<file path="src/rtl/gtfraw_axil_cmd_master.sv">
// gtfraw_axil_cmd_master: single-outstanding command to AXI4-Lite master bridge.
// Define AXIL_MASTER_TIMEOUT_EN to abort transactions after TIMEOUT_CYCLES busy cycles.
module gtfraw_axil_cmd_master #(
  parameter int TIMEOUT_CYCLES = 1024
) (
  input  logic        aclk,
  input  logic        areset,
  input  logic        cmd_valid,
  output logic        cmd_ready,
  input  logic        cmd_write,
  input  logic [31:0] cmd_addr,
  input  logic [31:0] cmd_wdata,
  output logic        rsp_valid,
  output logic [31:0] rsp_rdata,
  output logic [1:0]  rsp_resp,
  output logic [31:0] m_axi_awaddr,
  output logic        m_axi_awvalid,
  input  logic        m_axi_awready,
  output logic [31:0] m_axi_wdata,
  output logic [3:0]  m_axi_wstrb,
  output logic        m_axi_wvalid,
  input  logic        m_axi_wready,
  input  logic [1:0]  m_axi_bresp,
  input  logic        m_axi_bvalid,
  output logic        m_axi_bready,
  output logic [31:0] m_axi_araddr,
  output logic        m_axi_arvalid,
  input  logic        m_axi_arready,
  input  logic [31:0] m_axi_rdata,
  input  logic [1:0]  m_axi_rresp,
  input  logic        m_axi_rvalid,
  output logic        m_axi_rready
);
  typedef enum logic [2:0] {IDLE, WADDR, WRESP, RADDR, RDATA} state_t;
  state_t state, state_n;
  logic [31:0] addr, addr_n, wdata, wdata_n, rdata_n;
  logic [1:0] resp_n;
  logic cmd_ready_n, awvalid_n, wvalid_n, bready_n, arvalid_n, rready_n, rsp_valid_n;
  logic accept;
  assign accept = cmd_valid && cmd_ready;
  assign m_axi_awaddr = addr;
  assign m_axi_araddr = addr;
  assign m_axi_wdata = wdata;
  assign m_axi_wstrb = 4'hF;
`ifdef AXIL_MASTER_TIMEOUT_EN
  logic [15:0] cnt, cnt_n;
  assign cnt_n = accept ? 16'd0 : (state != IDLE) ? cnt + 16'd1 : cnt;
  always_ff @(posedge aclk or posedge areset)
    if (areset) cnt <= '0;
    else cnt <= cnt_n;
`endif
  always_comb begin
    state_n = state;
    addr_n = addr;
    wdata_n = wdata;
    rdata_n = rsp_rdata;
    resp_n = rsp_resp;
    awvalid_n = m_axi_awvalid;
    wvalid_n = m_axi_wvalid;
    bready_n = m_axi_bready;
    arvalid_n = m_axi_arvalid;
    rready_n = m_axi_rready;
    rsp_valid_n = 1'b0;
    case (state)
      IDLE: if (accept) begin
        addr_n = cmd_addr;
        wdata_n = cmd_wdata;
        state_n = cmd_write ? WADDR : RADDR;
        awvalid_n = cmd_write;
        wvalid_n = cmd_write;
        arvalid_n = !cmd_write;
      end
      WADDR: begin
        awvalid_n = m_axi_awvalid && !m_axi_awready;
        wvalid_n = m_axi_wvalid && !m_axi_wready;
        if (!awvalid_n && !wvalid_n) begin
          state_n = WRESP;
          bready_n = 1'b1;
        end
      end
      WRESP: if (m_axi_bvalid) begin
        bready_n = 1'b0;
        rsp_valid_n = 1'b1;
        resp_n = m_axi_bresp;
        rdata_n = '0;
        state_n = IDLE;
      end
      RADDR: if (m_axi_arready) begin
        arvalid_n = 1'b0;
        rready_n = 1'b1;
        state_n = RDATA;
      end
      RDATA: if (m_axi_rvalid) begin
        rready_n = 1'b0;
        rsp_valid_n = 1'b1;
        resp_n = m_axi_rresp;
        rdata_n = m_axi_rdata;
        state_n = IDLE;
      end
      default: state_n = IDLE;
    endcase
`ifdef AXIL_MASTER_TIMEOUT_EN
    // a handshake completing in the expiry cycle still wins over the abort
    if (state != IDLE && state_n != IDLE && cnt == 16'(TIMEOUT_CYCLES - 1)) begin
      awvalid_n = 1'b0;
      wvalid_n = 1'b0;
      bready_n = 1'b0;
      arvalid_n = 1'b0;
      rready_n = 1'b0;
      rsp_valid_n = 1'b1;
      resp_n = 2'b11;
      rdata_n = 32'hDEAD_DEAD;
      state_n = IDLE;
    end
`endif
    cmd_ready_n = state_n == IDLE;
  end
  always_ff @(posedge aclk or posedge areset)
    if (areset) begin
      state <= IDLE;
      addr <= '0;
      wdata <= '0;
      cmd_ready <= 1'b0;
      rsp_valid <= 1'b0;
      rsp_rdata <= '0;
      rsp_resp <= '0;
      m_axi_awvalid <= 1'b0;
      m_axi_wvalid <= 1'b0;
      m_axi_bready <= 1'b0;
      m_axi_arvalid <= 1'b0;
      m_axi_rready <= 1'b0;
    end else begin
      state <= state_n;
      addr <= addr_n;
      wdata <= wdata_n;
      cmd_ready <= cmd_ready_n;
      rsp_valid <= rsp_valid_n;
      rsp_rdata <= rdata_n;
      rsp_resp <= resp_n;
      m_axi_awvalid <= awvalid_n;
      m_axi_wvalid <= wvalid_n;
      m_axi_bready <= bready_n;
      m_axi_arvalid <= arvalid_n;
      m_axi_rready <= rready_n;
    end
endmodule

</file>
<file path="config.mk">
export PLATFORM = sky130hd
export DESIGN_NAME = gtfraw_axil_cmd_master
export DESIGN_NICKNAME = d
export VERILOG_FILES = /design/src/rtl/gtfraw_axil_cmd_master.sv
export SDC_FILE = /design/constraint.sdc
export NUM_CORES = 1
export LEC_CHECK = 0
export BUFFER_PORTS_ARGS = -buffer_cell sky130_fd_sc_hd__buf_2
export CORE_UTILIZATION = 45
export CTS_BUF_LIST = sky130_fd_sc_hd__clkbuf_8
export DETAILED_ROUTE_END_ITERATION = 12
export HOLD_SLACK_MARGIN = 0.1
export PLACE_DENSITY = 0.88
export SLEW_MARGIN = 10
export SYNTH_ARGS = -nofsm -noshare
export SYNTH_HDL_FRONTEND = slang
export SYNTH_SLANG_ARGS = --single-unit
</file>
<file path="constraint.sdc">
create_clock -name aclk -period 3.8 [get_ports aclk]
set_input_delay 0.38 -clock aclk [delete_from_list [all_inputs] [get_ports aclk]]
set_output_delay 0.38 -clock aclk [all_outputs]
set_load 0.005 [all_outputs]
</file>
==> summary by stage <==
CTS
The total clock buffers created by CTS is 9. The number of H-tree branching levels is 3. TritonCTS built the clock tree. The maximum root-to-sink buffer count is 2.

The clock latency reported for the late side of the worst-skew pair is between 0.3 and 0.4 ns. The total of hold buffers inserted after clock tree synthesis is 0. Buffers added to address setup during post-CTS repair amount to 0. The register clock-pin slew on the reported worst setup and hold paths is 0.09 ns. The total clock sinks is 108.

After clock tree synthesis, the repair step resized 0 gates. The buffer type at the clock tree root is clkbuf_8.

Layout
After the last flow step, the layout net total stands at 683. Of the cells placed in the final design, the portion with a size suffix greater than 1 is 58.1%. The antenna diode count is 0.

From synthesis to final layout, the design area changed by 24.9%.

Outcome
The flow ran to the end, and the final reports show no timing, DRC or antenna violations.

Setup path
The worst setup path is launched from a flop. The critical path arrival is 2.45 ns. The type of the worst setup path is flop to flop. For this design, the slowest cell found on the critical path is and3_4. Traced cell by cell, the critical path runs through nor2_4 -> and3_4 -> mux2_2. The delay of the slowest cell on the worst path is 0.85 ns. STA classifies the critical path endpoint as a flop. In this run the worst path has a maximum fanout of 67. STA puts the critical path data required time at 4.04 ns.

Detailed routing
Once detail routing completed, the nets flagged for antenna violations numbered 0. Summed over all layers, the routed wires come to 10.4 mm. After the first detailed-routing iteration, the DRC count stood at 139.

The first detailed-routing pass ran for 5 iterations. The average wire per standard cell is 14.6 µm. The routed via count is 3377. The number of remaining DRC errors is 0. Using the TritonRoute via totals, the vias-per-cell ratio works out to roughly 4.7.

Pwr
Across the VDD grid, the largest voltage drop is about 0.34 mV. Total power for the finished layout comes to 0.00431 W. Dividing total power by cell area gives a power density of 714 mW/mm². The reported leakage power is a little over 3 nW.

Synth
Ranked by instance count, the synthesized netlist is headed by dfrtp_1 (108), buf_4 (43), mux2_2 (39), nand2_1 (39). The portion of the post-synthesis area used by sequential elements is between 50% and 60%. The synthesized design contains 0 enable-type register cells. For this run, the leading register cell type out of synthesis is dfrtp_1. Summed over all instances, the cell type with the most area after synthesis is dfrtp_1.

The combinational family with the most area after synthesis is multiplexers. The number of register bits inferred by synthesis is 108. For this run, the number of Yosys warnings is 0. By area the synthesized netlist is led by dfrtp_1 (56%), mux2_2 (9.1%), mux2_4 (8.4%). The most instantiated library cell after synthesis is dfrtp_1. After Yosys synthesis, XOR and XNOR cells account for 0% of the synthesized area.

The mapped netlist covers 0.00483 mm². The average cell area after synthesis is 13.2 µm². The area share of the largest cell type after synthesis is 55.9%. The synthesized netlist devotes about 5.6% of its cell area to simple gates. Measured against the total synthesized area, the mux share comes to about a quarter. The synthesized netlist devotes 1.94% of its cell area to compound gates.

For this run, asynchronously set or reset flops after synthesis account for 100%. The gate count after technology mapping is between 300 and 400. Of the total synthesized cell area, the portion taken by full adders, half adders and majority gates is 0%. The number of different library cells used by synthesis comes to 31.

Die
The cell row count is 37. Once the floorplan was initialized, standard cells occupied a little under half of the core. The die height is 106 µm. The region available for standard cell placement spans approximately 0.010 mm². The die outline width is approximately 110 µm. The count of boundary I/O pins is 250. The area of the die is 0.0112 mm².

Global routing
The first global-routing pass estimated 16.7 mm of wire. Entering global routing, the biggest net connects 75 pins. The residual overflow from global routing is 0. The initial antenna violation count was 0.

The via count of the first global-routing pass is between 3000 and 4000. The total track usage is a little under a fifth.

Placed design
After legalization and detailed placement, the total HPWL measured 7.84 mm. The count of buffers from port buffering is 245. The congestion estimate from routability-driven global placement came to 0.761.

STA
The max-slew violation count is 0. The relative slew slack is a little under a third. The minimum period implied by the final worst setup slack is 2.22 ns. The post-route setup TNS is 0 ns. The final critical-path share of the clock period is about three fifths. Setup repair after global routing left no endpoint under its margin.

The maximum clock frequency is between 0.4 and 0.5 GHz. Across the routed clock network, the largest skew measured is 0.00514 ns. The total of endpoints with negative setup slack in the final report is 0. For the pin with the worst max-slew slack, the measured transition is about 1.0 ns. The count of endpoints failing hold in the final timing report is 0.

Job
The max-cap violation count is 0.

Min path
The min-delay analysis places its worst path in the category input port to async pin.
-- stage by stage --
step	area [µm²]	instances	setup slack [ns]	hold WS, ns	utilization (%)
final	6040	714	1.58	0.222	58.2
after global routing	6040	714	1.48	0.218	58.2
after CTS	6040	714	1.60	0.217	58.2
after detailed placement	5850	699	1.61	0.489	56.4
after global placement	5850	699	1.70	0.488	56.4
after floorplan	4840	368	0.574	0.469	-
-- routing by layer --
layer / up-vias / GRT usage, % / share of wire (%)
li1: 1569 / - / -
met1: 1648 / 22.2 / 40
met2: 146 / 34.3 / 53
met3: 14 / 4.08 / 5.6
met4: 0 / 7.14 / 1.6
met5: - / 0 / 0
-- state kept, by name, summed over array words and instances (netlist names) --
name and flops:
m_axi_awvalid 1, rsp_resp 2, m_axi_wdata 32, rsp_rdata 32, m_axi_araddr 32, m_axi_wvalid 1, m_axi_bready 1, state 3
cmd_ready 1, m_axi_rready 1, rsp_valid 1, m_axi_arvalid 1
-- power by group --
part           total, W  leakage, nW  switching, W  internal [W]
combinational   0.00175         1.62      0.000709       0.00104
clock          0.000660        0.103      0.000356      0.000304
sequential      0.00190         1.35      0.000304       0.00160
total           0.00431         3.07       0.00137       0.00294
-- worst paths after layout --
check / cells past startpoint / end / from / slack (ns)
worst max register to register: 3 / m_axi_araddr[16] / state[1] / 1.58
worst max-delay path: 3 / m_axi_araddr[16] / state[1] / 1.58
min in group aclk: 2 / m_axi_arvalid / cmd_write / 0.24
max in group asynchronous: 3 / rsp_rdata[16] / areset / 2.79
worst min register to register: 1 / rsp_resp[1] / rsp_resp[1] / 0.51
worst min-delay path: 2 / m_axi_araddr[24] / areset / 0.22
-- final cells by class --
type	instances	area [µm²]
clock buffer	13	179
clock inverter	2	8.76
fill	866	4330
inverter	33	126
multi-input combinational	173	1590
sequential	108	2700
tap	136	170
timing repair buffer	249	1260
-- kinds of logic (layout without fill, tap and decap cells) --
logic type,after synthesis,count (layout)
AND/OR/NAND/NOR,55,55
flip-flops,108,108
other,1,4
AO/OA/AOI/OAI,13,13
buffers and inverters,87,297
multiplexers,101,101
-- placed cells by master, fill, tap and decap left out --
cell         n
buf_2      245
dfrtp_1    108
nand2_1     39
mux2_2      39
inv_1       33
mux2i_1     33
mux2_4      27
clkbuf_8    13
nand2b_1     4
conb_1       4
buf_4        4
o221ai_1     3
nand3b_1     3
o21ai_0      3
nor2b_1      2
mux2_1       2
a31oi_1      2
or3b_2       1
nor2_4       1
and3_4       1
nand4_1      1
nand3_1      1
nand4b_1     1
a31o_2       1
a21oi_4      1
o22ai_1      1
o2111a_1     1
inv_4        1
nor3b_4      1
o2bb2ai_1    1
clkinv_2     1
-- worst max-delay path, delay by kind of cell (launching register included) --
family	cells	cell delay (ns)
mux	1	0.43
flops	1	0.53
simple gates	2	1.05
Power figures use the tool's default switching activity.
